===== src/rtl/mips_wback_pkg.sv =====
// Shared definitions for the MIPS I register-file writer: load op codes,
// controller state encoding and the latched load request.
package mips_wback_pkg;

   localparam logic [2:0] MIPS_LB  = 3'b000;
   localparam logic [2:0] MIPS_LH  = 3'b001;
   localparam logic [2:0] MIPS_LWL = 3'b010;
   localparam logic [2:0] MIPS_LW  = 3'b011;
   localparam logic [2:0] MIPS_LBU = 3'b100;
   localparam logic [2:0] MIPS_LHU = 3'b101;
   localparam logic [2:0] MIPS_LWR = 3'b110;

   localparam logic ST_IDLE = 1'b0;
   localparam logic ST_WAIT = 1'b1;

   localparam logic [3:0] WE_ALL = 4'b1111;

   typedef struct packed {
      logic [2:0] op;
      logic [1:0] a;
      logic [4:0] rd;
   } ld_req_t;

endpackage


===== src/rtl/mips_load_align.sv =====
// Combinational load formatter: selects, shifts and extends the aligned memory
// word and produces the matching register byte enables (little-endian).
module mips_load_align
   import mips_wback_pkg::*;
(
   input  logic [2:0]  op,
   input  logic [1:0]  a,
   input  logic [31:0] mem_D,
   output logic [3:0]  we,
   output logic [31:0] D
);

   logic [7:0]  byte_s;
   logic [15:0] half_s;
   logic [1:0]  a_inv;
   logic [4:0]  lsh;
   logic [4:0]  rsh;

   assign byte_s = mem_D[{a, 3'b000} +: 8];
   assign half_s = a[1] ? mem_D[31:16] : mem_D[15:0];
   assign a_inv  = 2'd3 - a;
   assign lsh    = {a_inv, 3'b000};
   assign rsh    = {a, 3'b000};

   always_comb begin
      we = WE_ALL;
      D  = mem_D;
      case (op)
         MIPS_LB:  D = {{24{byte_s[7]}}, byte_s};
         MIPS_LBU: D = {24'h0, byte_s};
         MIPS_LH:  D = {{16{half_s[15]}}, half_s};
         MIPS_LHU: D = {16'h0, half_s};
         MIPS_LW:  D = mem_D;
         // Unaligned pair: enables leave the bytes owned by the partner load intact.
         MIPS_LWL: begin
            D  = mem_D << lsh;
            we = WE_ALL << a_inv;
         end
         MIPS_LWR: begin
            D  = mem_D >> rsh;
            we = WE_ALL >> a;
         end
         default:  we = 4'b0000;
      endcase
   end

endmodule


===== src/rtl/mips_wback.sv =====
// Register-file writer: arbitrates ALU results and one outstanding load onto
// the registered byte-enabled write port; load completion has priority.
module mips_wback
   import mips_wback_pkg::*;
(
   input  logic        clock,
   input  logic        reset,
   input  logic        alu_valid,
   output logic        alu_ready,
   input  logic [4:0]  alu_rd,
   input  logic [31:0] alu_D,
   input  logic        ld_valid,
   output logic        ld_ready,
   input  logic [2:0]  ld_op,
   input  logic [1:0]  ld_a,
   input  logic [4:0]  ld_rd,
   input  logic        mem_ready,
   input  logic [31:0] mem_D,
   output logic        pend_valid,
   output logic [4:0]  pend_rd,
   output logic [4:0]  rd,
   output logic [3:0]  we,
   output logic [31:0] D
);

   logic        state;
   ld_req_t     pend;
   logic        done;
   logic        ld_acc;
   logic        alu_acc;
   logic [3:0]  fmt_we;
   logic [31:0] fmt_D;

   mips_load_align u_align (
      .op    (pend.op),
      .a     (pend.a),
      .mem_D (mem_D),
      .we    (fmt_we),
      .D     (fmt_D)
   );

   assign done       = (state == ST_WAIT) & mem_ready;
   assign ld_ready   = (state == ST_IDLE) | done;
   assign alu_ready  = !done;
   assign ld_acc     = ld_valid & ld_ready;
   assign alu_acc    = alu_valid & alu_ready;
   assign pend_valid = (state == ST_WAIT);
   assign pend_rd    = pend.rd;

   always_ff @(posedge clock) begin
      if (reset) begin
         state <= ST_IDLE;
         pend  <= '0;
         rd    <= 5'd0;
         we    <= 4'b0000;
         D     <= 32'h0;
      end else begin
         // A completing load and a new request share the same edge: no bubble.
         if (ld_acc) begin
            state   <= ST_WAIT;
            pend.op <= ld_op;
            pend.a  <= ld_a;
            pend.rd <= ld_rd;
         end else if (done) begin
            state <= ST_IDLE;
            pend  <= '0;
         end

         if (done) begin
            rd <= pend.rd;
            we <= (pend.rd == 5'd0) ? 4'b0000 : fmt_we;
            D  <= fmt_D;
         end else if (alu_acc) begin
            rd <= alu_rd;
            we <= (alu_rd == 5'd0) ? 4'b0000 : WE_ALL;
            D  <= alu_D;
         end else begin
            we <= 4'b0000;
         end
      end
   end

endmodule


===== config.mk =====
export PLATFORM = sky130hd
export DESIGN_NAME = mips_wback
export DESIGN_NICKNAME = d
export VERILOG_FILES = /design/src/rtl/mips_wback_pkg.sv /design/src/rtl/mips_load_align.sv /design/src/rtl/mips_wback.sv
export SDC_FILE = /design/constraint.sdc
export NUM_CORES = 1
export LEC_CHECK = 0
export BUFFER_PORTS_ARGS = -buffer_cell sky130_fd_sc_hd__buf_4
export CORE_MARGIN = 2
export CORE_UTILIZATION = 47
export CTS_CLUSTER_DIAMETER = 120
export CTS_CLUSTER_SIZE = 14
export DETAILED_ROUTE_END_ITERATION = 16
export PLACE_DENSITY = 0.78
export SLEW_MARGIN = 10
export SYNTH_ARGS = -nofsm -noshare
export SYNTH_HDL_FRONTEND = slang
export SYNTH_SLANG_ARGS = --single-unit

===== constraint.sdc =====
create_clock -name clock -period 1.6 [get_ports clock]
set_input_delay 0.08 -clock clock [delete_from_list [all_inputs] [get_ports clock]]
set_output_delay 0.08 -clock clock [all_outputs]
set_load 0.02 [all_outputs]

==> results by group, run 1 <==
STA
  – Final setup violation count: 32
  – Min setup slack post-route: -0.213 ns
  – RSZ-0062 raised after global routing: true
  – Minimum clock period: 1.81 ns
  – Period utilization: 113%
  – Final Hold Viols: 0
  – Relative slew slack: around 54%
  – Final hold slack: between 0.01 and 0.015 ns
  – Slew Limit Fails: 0
  – Least-Margin Pin Slew: a little under 0.7 ns
  – Max Freq: around 550 MHz
  – Fin Clk Skew: roughly 0.013 ns

Status
  – Status: finished with violations
  – Failing checks: setup timing

Synth
  – Syn. warnings: 0
  – Average cell area after synthesis: between 8 and 9 um2
  – Syn Nets: about 550
  – Post-synth cell types: 53
  – Sequential-to-total area share from yosys stat: between 20 and 30%
  – Register bit count reported by yosys: 52
  – Mapped Cells: 465
  – Syn Std Cell Area: 0.00410 mm2

CTS
  – Clock tree buffer depth: 2
  – CTS Sinks: between 50 and 60
  – Clock latency on the worst-skew pair: ~0.32 ns
  – CTS Hold Bufs: 0
  – Clock Root Buffer: clkbuf_8
  – Worst-path clk slew: 0.12 ns
  – CTS tree: built
  – Htree depth: 2
  – CTS buffer count: 5

Drt
  – WL final: around 16000 um
  – DR WL/cell: 21.6 um
  – First-iteration detailed-routing DRC count: around 660
  – Remaining DRCs: 0
  – Antenna-violating nets left: 0
  – Initial DRT Pass Iterations: 7
  – Routed via count: between 4000 and 5000
  – Drt via density: approximately 6.4

Worst setup path
  – CP Launch Type: flip-flop
  – Crit path capture: D[23]$_SDFFE_PP0P_
  – Critical path launch point: pend[5]$_SDFFE_PP0P_
  – RR Startpoint: pend[5]$_SDFFE_PP0P_
  – Crit Path Max Fanout: 7
  – FF-to-FF path depth: 5
  – Setup CP Type: reg2reg
  – Data required time of the worst path: 1.79 ns
  – CP arrival: ~2.0 ns
  – FF-to-FF setup slack: -0.21 ns
  – CP endpoint kind: flip-flop
  – FF-to-FF End: D[23]$_SDFFE_PP0P_

Die
  – Initial Utilization: a little under half
  – Core area: around 0.0086 mm2
  – Row count: 34
  – Die width: 97.3 um
  – DIE HEIGHT: 97.3 um
  – Die area: about 0.0095 mm2
  – Ports: roughly 130

Global route
  – GRT overflow: 0
  – Overall Global Routing Usage: between 30% and 40%
  – First-pass GRT wire length: 23400 um
  – Pin count of the biggest net entering global routing: 53
  – Initial antenna violation count: 0
  – Vias in the first global route: 4400

Placed design
  – I/O Buffers: 132
  – Hpwl dp: between 10000 and 15000 um
  – GPL Wtd Cong: around 0.98

Cells and area
  – Fin nets: about 700
  – Area Overhead vs Synth: 46.4%
  – Layout cell share with drive strength beyond 1: ~46%
  – Antenna Cells: 0

Run
  – Max-cap violations: 0

Min path
  – Worst Hold Class: in2reg

Power
  – Worst VDD drop: 0.000532 V
  – Power per cell area: a little under 700 mW/mm2
  – Lkg Pwr: 2.55 nW
  – Tot Pwr: roughly 4.2 mW
[state kept, by name (all words and copies together), names as in the netlist]
register,count
D,32
pend,5
pend_rd,5
rd,5
we,4
pend_valid,1
[cells in the final DEF, fill, tap and decap left out, drive strengths merged, types with 13 or more instances in the layout]
master	netlist	layout
a211oi	28	28
a221oi	22	22
a222oi	16	16
buf	35	199
dfxtp	52	52
inv	13	14
mux2	25	25
mux2i	30	30
nand2b	25	25
nor2	47	47
nor2b	20	20
o21ai	13	13
o22ai	22	22
[where the power goes]
part           internal [mW]  total, mW  switching, mW
clock network          0.323      0.840          0.517
logic                  0.874       1.82          0.941
registers               1.41       1.50         0.0900
total                   2.61       4.15           1.55
[Yosys cell counts (all sizes together)]
cell type / instances / area share [%]
o31ai: 1 / 0.18
or4: 1 / 0.18
a221oi: 22 / 7.1
mux2: 25 / 7.2
nand4: 1 / 0.15
o221ai: 1 / 0.21
nand2b: 25 / 3.8
nor3b: 1 / 0.31
a31oi: 9 / 1.4
o22ai: 22 / 3.4
or3: 1 / 0.15
a222oi: 16 / 3.9
a22o: 8 / 1.7
inv: 13 / 1.2
a211o: 8 / 1.7
and3b: 1 / 0.21
nor2: 47 / 4.3
and4bb: 1 / 0.31
o21a: 11 / 2.2
nand2: 9 / 0.82
o21ai: 13 / 1.6
buf: 35 / 5.2
and3: 1 / 0.15
o211ai: 8 / 1.5
dfxtp: 52 / 25
nand3: 1 / 0.12
a21o: 1 / 0.18
nor3: 2 / 0.37
clkbuf: 20 / 1.8
a21oi: 9 / 1.2
a2bb2oi: 1 / 0.64
and2: 5 / 0.76
nor2b: 20 / 3.1
or4b: 1 / 0.34
a211oi: 28 / 6.4
a32oi: 5 / 1.3
o2111ai: 8 / 1.7
a41oi: 1 / 0.21
mux2i: 30 / 7.3
nand4bb: 1 / 0.27
[timing repair]
| item | in CTS | in global routing |
|---|---|---|
| resized for setup | 38 | 32 |
| gates cloned | 1 | 2 |
| buffers inserted | 5 | 2 |
| setup endpoints to repair | 33 | 36 |
| pin swaps | 15 | 27 |
[how the worst min path moves through the flow]
stage | startpoint | end | cells past startpoint
2_1_floorplan | ld_a[0] | pend[5]$_SDFFE_PP0P_ | 2
3_3_place_gp | ld_rd[0] | pend_rd[0]$_SDFFE_PP0P_ | 3
3_5_place_dp | ld_rd[0] | pend_rd[0]$_SDFFE_PP0P_ | 3
4_1_cts | ld_rd[0] | pend_rd[0]$_SDFFE_PP0P_ | 3
5_1_grt | ld_rd[3] | pend_rd[3]$_SDFFE_PP0P_ | 3
6_report | ld_rd[4] | pend_rd[4]$_SDFFE_PP0P_ | 3
[cell families after synthesis]
| logic type | after synthesis | synth area share [%] |
|---|---|---|
| AO/OA/AOI/OAI | 172 | 36.4 |
| AND/OR/NAND/NOR | 118 | 15.3 |
| buffers and inverters | 68 | 8.25 |
| multiplexers | 55 | 14.6 |
| flip-flops | 52 | 25.4 |
[final cells by class]
type | instances | area (um2)
Multi-Input combinational cell | 346 | 3000
Fill cell | 644 | 2600
Timing Repair Buffer | 201 | 1670
Sequential cell | 52 | 1050
Tap cell | 108 | 135
Clock buffer | 5 | 68.8
Inverter | 13 | 48.8
Clock inverter | 3 | 27.5
[layer usage]
layer	vias up	share of wire [%]	global-route usage, %
met2	317	45	48.5
met1	2181	41	42.0
li1	2105	-	-
met4	0	3.2	9.40
met3	62	10	5.97
met5	-	0	0
[critical path, stage by stage, from the launching register on]
cell,delay (ns)
dfxtp_4,0.40
buf_12,0.13
mux2_4,0.31
a22o_1,0.21
a222oi_1,0.48
a211oi_2,0.13
[through the flow]
stage	worst slack [ns]	util (%)	area, um2	setup TNS [ns]	cells
after detailed placement	-0.161	63.5	5460	-4.03	710
after floorplan	0.00651	-	4100	0	465
final	-0.213	69.8	6000	-3.91	728
after CTS	-0.124	67.6	5810	-2.34	724
after global routing	-0.215	69.8	6000	-5.01	728
after global placement	-0.113	63.5	5460	-2.87	710
No activity file was read; power rests on OpenSTA's default activity.
==> inputs of run 2 (changes only) <==
--- a/config.mk
+++ b/config.mk
@@ -11,7 +11,9 @@
 export CTS_CLUSTER_DIAMETER = 120
 export CTS_CLUSTER_SIZE = 14
 export DETAILED_ROUTE_END_ITERATION = 16
+export HOLD_SLACK_MARGIN = 0.12
 export PLACE_DENSITY = 0.78
+export RECOVER_POWER = 25
 export SLEW_MARGIN = 10
 export SYNTH_ARGS = -nofsm -noshare
 export SYNTH_HDL_FRONTEND = slang
==> results by group, run 2 (same netlist as run 1, synthesis figures left out) <==
STA
  – Slew Limit Fails: 0 (unchanged)
  – Period utilization: 111% (-1.9 points)
  – Relative slew slack: 53.8% (+0.15 points)
  – Max Freq: 561 MHz (+1.7%)
  – Min setup slack post-route: -0.183 ns (+0.0299 ns)
  – Setup TNS: -3.74 ns (+0.163 ns)
  – RSZ-0062 raised after global routing: true
  – Least-Margin Pin Slew: 0.693 ns (-0.00229 ns)
  – Fin Clk Skew: 0.0101 ns (-0.00281 ns)
  – Minimum clock period: 1.78 ns (-0.0299 ns)
  – Final setup violation count: 32 (unchanged)
  – Final Hold Viols: 0 (unchanged)

Drt
  – WL final: 16000 um (+1.6%)
  – Routed via count: 4754 (+1.9%)
  – Antenna-violating nets left: 0 (unchanged)
  – Drt via density: 6.43 (+0.39%)
  – Initial DRT Pass Iterations: 8 (+1)
  – DR WL/cell: 21.6 um (about the same)
  – Remaining DRCs: 0 (unchanged)
  – First-iteration detailed-routing DRC count: 625 (-5.6%)

Die
  – Core area: 0.00859 mm2 (unchanged)
  – Row count: 34 (unchanged)
  – Die width: 97.3 um (unchanged)
  – DIE HEIGHT: 97.3 um (unchanged)
  – Initial Utilization: 47.7% (unchanged)
  – Ports: 133 (unchanged)
  – Die area: 0.00948 mm2 (unchanged)

Power
  – Pint: 2.59 mW (-0.66%)
  – Clock share of power: 20.2% (about the same)
  – Comb power frac: 43.6% (about the same)
  – Lkg Pwr: 2.52 nW (-0.82%)
  – Part of the power in registers: 36.2% (about the same)
  – Worst VDD drop: 0.000517 V (-2.8%)
  – Switching Share: 37.4% (+0.15 points)
  – Sw Pwr: 1.55 mW (about the same)
  – Power per cell area: 688 mW/mm2 (-0.75%)
  – Tot Pwr: 4.14 mW (-0.41%)

Cells and area
  – Commonest non-fill, non-tap cells in the layout: buf_4 (170), dfxtp_1 (49), nor2_1 (47)
  – Number of flip-flops under the largest register name: 32 (unchanged)
  – Area Overhead vs Synth: 46.9%
  – Layout cell share with drive strength beyond 1: 42.9% (-3.2 points)
  – Antenna Cells: 0 (unchanged)
  – Most common cell after layout, fill and taps aside: buf_4
  – Largest register by flop count: D
  – Layout filler cell count: 647 (+0.47%)
  – Fin nets: 714 (+1.6%)

Worst setup path
  – Setup CP Type: reg2reg
  – CP peak stage delay: 0.40 ns (-0.08 ns)
  – Data required time of the worst path: 1.79 ns (about the same)
  – CP endpoint kind: flip-flop
  – Cells along the critical path: buf_12, buf_6, mux2_4, a22o_1, a222oi_1, a211oi_2
  – CP Launch Type: flip-flop
  – CP arrival: 1.97 ns (-0.03 ns)
  – Max stage delay cell, worst path: dfxtp_4
  – Critical path launch point: pend[5]$_SDFFE_PP0P_
  – Crit Path Max Fanout: 7 (unchanged)
  – RR Startpoint: pend[5]$_SDFFE_PP0P_

CTS
  – Worst-path clk slew: 0.11 ns (about the same)
  – Clock latency on the worst-skew pair: 0.32 ns (about the same)
  – CTS Sinks: 52 (unchanged)
  – Clock tree buffer depth: 2 (unchanged)
  – Htree depth: 2 (unchanged)
  – CTS buffer count: 5 (unchanged)
  – CTS tree: built
  – Clock Root Buffer: clkbuf_8

Min path
  – Hold path start: alu_rd[0]
  – Worst Hold Class: in2reg

Global route
  – Initial antenna violation count: 0 (unchanged)
  – GRT overflow: 0 (unchanged)
  – Overall Global Routing Usage: 31.1% (+0.57 points)
  – Pin count of the biggest net entering global routing: 53 (unchanged)
  – Vias in the first global route: 4447 (+1.1%)
  – First-pass GRT wire length: 23800 um (+1.8%)

Status
  – Status: finished with violations
  – Failing checks: setup timing

Placed design
  – GPL Wtd Cong: 0.981 (unchanged)
  – Pre-CTS WS: -0.161 ns (unchanged)
  – I/O Buffers: 132 (unchanged)
  – Hpwl dp: 10700 um (unchanged)

Run
  – Max-cap violations: 0 (unchanged)
-- run 2: per-stage QoR --
stage / utilization (%) / instances / hold slack (ns) / area (um2)
5_1_grt: 70.0 / 739 / 0.124 / 6020
6_report: 70.0 / 739 / 0.121 / 6020
2_1_floorplan: - / 465 / 0.235 / 4100
4_1_cts: 68.7 / 733 / 0.124 / 5900
3_3_place_gp: 63.5 / 710 / 0.337 / 5460
3_5_place_dp: 63.5 / 710 / 0.347 / 5460
-- run 2: repair_timing --
action / 4_1_cts / 5_1_grt
resized for setup: 38 / 27
setup endpoints to repair: 33 / 34
cloned: 1 / 2
pin swaps: 15 / 23
hold endpoints to repair: 9 / 0
hold buffers: 9 / 0
setup buffers: 5 / 4
-- run 2: area by class of cell --
class | instances | area (um2) | share of cell area, %
clock inverters | 3 | 27.5 | 0.458
repair buffers | 212 | 1700 | 28.3
inverters | 13 | 48.8 | 0.811
multi-input cells | 346 | 2980 | 49.6
clock buffers | 5 | 68.8 | 1.14
flip-flops and latches | 52 | 1050 | 17.5
well taps | 108 | 135 | 2.25
-- run 2: worst paths after layout --
path                             end  slack [ns]  cells past startpoint
hold reg to reg   rd[3]$_SDFFE_PP0P_        0.56                      2
hold / removal    rd[0]$_SDFFE_PP0P_        0.12                      3
setup / recovery  D[22]$_SDFFE_PP0P_       -0.18                      6
setup reg to reg  D[22]$_SDFFE_PP0P_       -0.18                      6
-- run 2: worst max-delay path, delay by kind of cell (launching register included) --
kind | cells | cell delay [ns]
compound gates | 3 | 0.66
mux | 1 | 0.31
flops | 1 | 0.40
buf+inv | 2 | 0.28
-- run 2: routing by layer --
metal	routed length (um)	share of wire [%]	up-vias	GRT usage (%)
met3	1930	12	58	6.40
li1	-	-	2130	-
met5	0	0	-	0
met4	527	3.3	0	10.6
met1	6380	40	2213	42.8
met2	7140	45	353	48.6
-- run 2: power groups by stage --
stage | sequential [mW] | combinational, mW | clock [mW]
after floorplan | 1.61 | 0.803 | 0
after global placement | 1.52 | 1.54 | 0
after detailed placement | 1.52 | 1.56 | 0
after CTS | 1.49 | 1.71 | 0.842
after global routing | 1.51 | 1.89 | 0.892
final | 1.50 | 1.80 | 0.837
==> inputs of run 3 (changes only) <==
--- a/config.mk
+++ b/config.mk
@@ -5,14 +5,14 @@
 export SDC_FILE = /design/constraint.sdc
 export NUM_CORES = 1
 export LEC_CHECK = 0
-export BUFFER_PORTS_ARGS = -buffer_cell sky130_fd_sc_hd__buf_4
 export CORE_MARGIN = 2
-export CORE_UTILIZATION = 47
+export CORE_UTILIZATION = 61
 export CTS_CLUSTER_DIAMETER = 120
 export CTS_CLUSTER_SIZE = 14
 export DETAILED_ROUTE_END_ITERATION = 16
+export DONT_BUFFER_PORTS = 1
 export HOLD_SLACK_MARGIN = 0.12
-export PLACE_DENSITY = 0.78
+export PLACE_DENSITY = 0.77
 export RECOVER_POWER = 25
 export SLEW_MARGIN = 10
 export SYNTH_ARGS = -nofsm -noshare
==> constraint.sdc (replaced) <==
create_clock -name clock -period 2.22 [get_ports clock]
set_input_delay 0.111 -clock clock [delete_from_list [all_inputs] [get_ports clock]]
set_output_delay 0.111 -clock clock [all_outputs]
set_load 0.02 [all_outputs]
==> results by group, run 3 (same netlist as run 1, synthesis figures left out) <==
Drt
  – Antenna-violating nets left: 0 (unchanged)
  – First-iteration detailed-routing DRC count: 702 (+12%)
  – DR WL/cell: 24.3 um (+12%)
  – WL final: 14000 um (-13%)
  – Remaining DRCs: 0 (unchanged)
  – Drt via density: 7.46 (+16%)
  – Initial DRT Pass Iterations: 8 (unchanged)
  – Routed via count: 4291 (-9.7%)

Worst setup path
  – Data required time of the worst path: 2.47 ns (+0.68 ns)
  – CP peak stage delay: 0.56 ns (+0.16 ns)
  – Max stage delay cell, worst path: dlygate4sd3_1
  – Crit Path Max Fanout: 23 (+16)
  – CP endpoint kind: flip-flop
  – Cells along the critical path: buf_4, nand4_1, buf_8, nor2_1, a211o_1, dlygate4sd3_1, a31oi_1
  – Largest delay contributor family on the critical path: buffers and inverters
  – Setup CP Type: reg2reg
  – CP arrival: 2.33 ns (+0.36 ns)
  – Crit path buf inv count: 3 (+1)
  – CP Launch Type: flip-flop

Status
  – Status: completed

Run
  – Max-cap violations: 0 (unchanged)

Cells and area
  – Fin nets: 581 (-19%)
  – Largest register by flop count: D
  – Most common cell after layout, fill and taps aside: dlygate4sd3_1
  – Area Overhead vs Synth: 17.2%
  – Finished Layout Cells: 575 (-22%)
  – Post-route cell area: 0.00480 mm2 (-20%)
  – Commonest non-fill, non-tap cells in the layout: dlygate4sd3_1 (59), dfxtp_1 (50), nor2_1 (47)
  – Layout cell share with drive strength beyond 1: 15.1% (-28 points)
  – Antenna Cells: 0 (unchanged)
  – Number of flip-flops under the largest register name: 32 (unchanged)

Global route
  – First-pass GRT wire length: 21500 um (-9.7%)
  – GRT overflow: 0 (unchanged)
  – Overall Global Routing Usage: 36.6% (+5.5 points)
  – Initial antenna violation count: 0 (unchanged)
  – Pin count of the biggest net entering global routing: 53 (unchanged)
  – Vias in the first global route: 3982 (-10%)

Power
  – Power per cell area: 537 mW/mm2 (-22%)
  – Lkg Pwr: 1.82 nW (-28%)
  – Worst VDD drop: 0.000325 V (-37%)

Die
  – Core area: 0.00642 mm2 (-25%)
  – Row count: 29 (-15%)
  – Ports: 133 (unchanged)
  – Die area: 0.00738 mm2 (-22%)
  – Die width: 85.9 um (-12%)
  – Initial Utilization: 63.8% (+16 points)
  – DIE HEIGHT: 85.9 um (-12%)

STA
  – Fin Clk Skew: 0.0144 ns (+0.00436 ns)
  – Final Hold Viols: 0 (unchanged)
  – Max Freq: 480 MHz (-14%)
  – Slew Limit Fails: 0 (unchanged)
  – Least-Margin Pin Slew: 0.981 ns (+0.288 ns)
  – Final setup violation count: 0 (-100%)
  – RSZ-0062 raised after global routing: false
  – Min setup slack post-route: 0.137 ns (+0.320 ns)
  – Setup TNS: 0 ns (+3.74 ns)
  – Minimum clock period: 2.08 ns (+0.300 ns)
  – Relative slew slack: 34.6% (-19 points)
  – Period utilization: 93.8% (-18 points)

CTS
  – Worst-path clk slew: 0.12 ns (about the same)
  – Htree depth: 2 (unchanged)
  – Clock tree buffer depth: 2 (unchanged)
  – CTS Sinks: 52 (unchanged)
  – Post-CTS setup buffers: 0 (-5)
  – Clock Root Buffer: clkbuf_8
  – CTS tree: built
  – CTS buffer count: 5 (unchanged)
  – Clock latency on the worst-skew pair: 0.33 ns (about the same)

Placed design
  – Pre-CTS WS: 0.348 ns (+0.509 ns)
  – GPL Wtd Cong: 0.956 (-2.5%)
  – Post-Place Cells: 506 (-29%)
  – Hpwl dp: 8590 um (-20%)
  – Placed Area: 0.00406 mm2 (-26%)
  – I/O Buffers: 0 (-100%)

Min path
  – Worst Hold Class: in2reg
[run 3: cell types whose count changed in the layout (fill, tap and decap cells not counted), sizes merged, moves of 2 or more]
cell         previous run  this run
buf                   184        20
clkbuf                 24         5
clkinvlp                1         3
dlygate4sd3             9        59
[run 3: cell type report]
type / instances / area, um2
Timing Repair Buffer: 80 / 793
Inverter: 13 / 52.6
Clock inverter: 3 / 26.3
Multi-Input combinational cell: 345 / 2720
Tap cell: 77 / 96.3
Clock buffer: 5 / 68.8
Sequential cell: 52 / 1040
Fill cell: 452 / 1620
[run 3: per-stage QoR]
step	hold slack [ns]	power, mW	util (%)
2_1_floorplan	0.266	1.74	-
3_3_place_gp	0.185	1.81	63.2
3_5_place_dp	0.187	1.82	63.2
4_1_cts	0.121	2.54	74.3
5_1_grt	0.127	2.67	74.8
6_report	0.119	2.58	74.8
[run 3: worst paths after layout]
kind,endpoint,slack (ns),startpoint,cells after the start
worst max-delay path,D[11]$_SDFFE_PP0P_,0.14,pend[7]$_SDFFE_PP0P_,7
worst min-delay path,pend[9]$_SDFFE_PP0P_,0.12,reset,2
worst max register to register,D[11]$_SDFFE_PP0P_,0.14,pend[7]$_SDFFE_PP0P_,7
worst min register to register,rd[3]$_SDFFE_PP0P_,0.66,pend_rd[3]$_SDFFE_PP0P_,2
[run 3: worst register-to-register path, cell delays in order, from the launching register on]
cell and delay [ns]:
dfxtp_2 0.40, buf_4 0.20, nand4_1 0.13, buf_8 0.22
nor2_1 0.07, a211o_1 0.25, dlygate4sd3_1 0.56, a31oi_1 0.18
[run 3: where the power goes]
| group | internal (mW) | total (mW) | switching (mW) | leakage [nW] |
|---|---|---|---|---|
| clock network | 0.231 | 0.605 | 0.374 | 0.0423 |
| registers | 1.02 | 1.18 | 0.168 | 0.432 |
| logic | 0.372 | 0.788 | 0.416 | 1.34 |
[run 3: per-layer routing]
metal	part of all wire (%)	wire, um	track usage (%)
met1	40	5570	52.6
met2	43	6030	55.7
met3	14	2000	7.89
met4	2.6	359	8.66
met5	0	0	0
[run 3: what timing repair did]
item	4_1_cts	5_1_grt
hold buffers	60	1
setup endpoints to repair	0	4
resized for setup	0	6
endpoints found under the hold margin	52	1
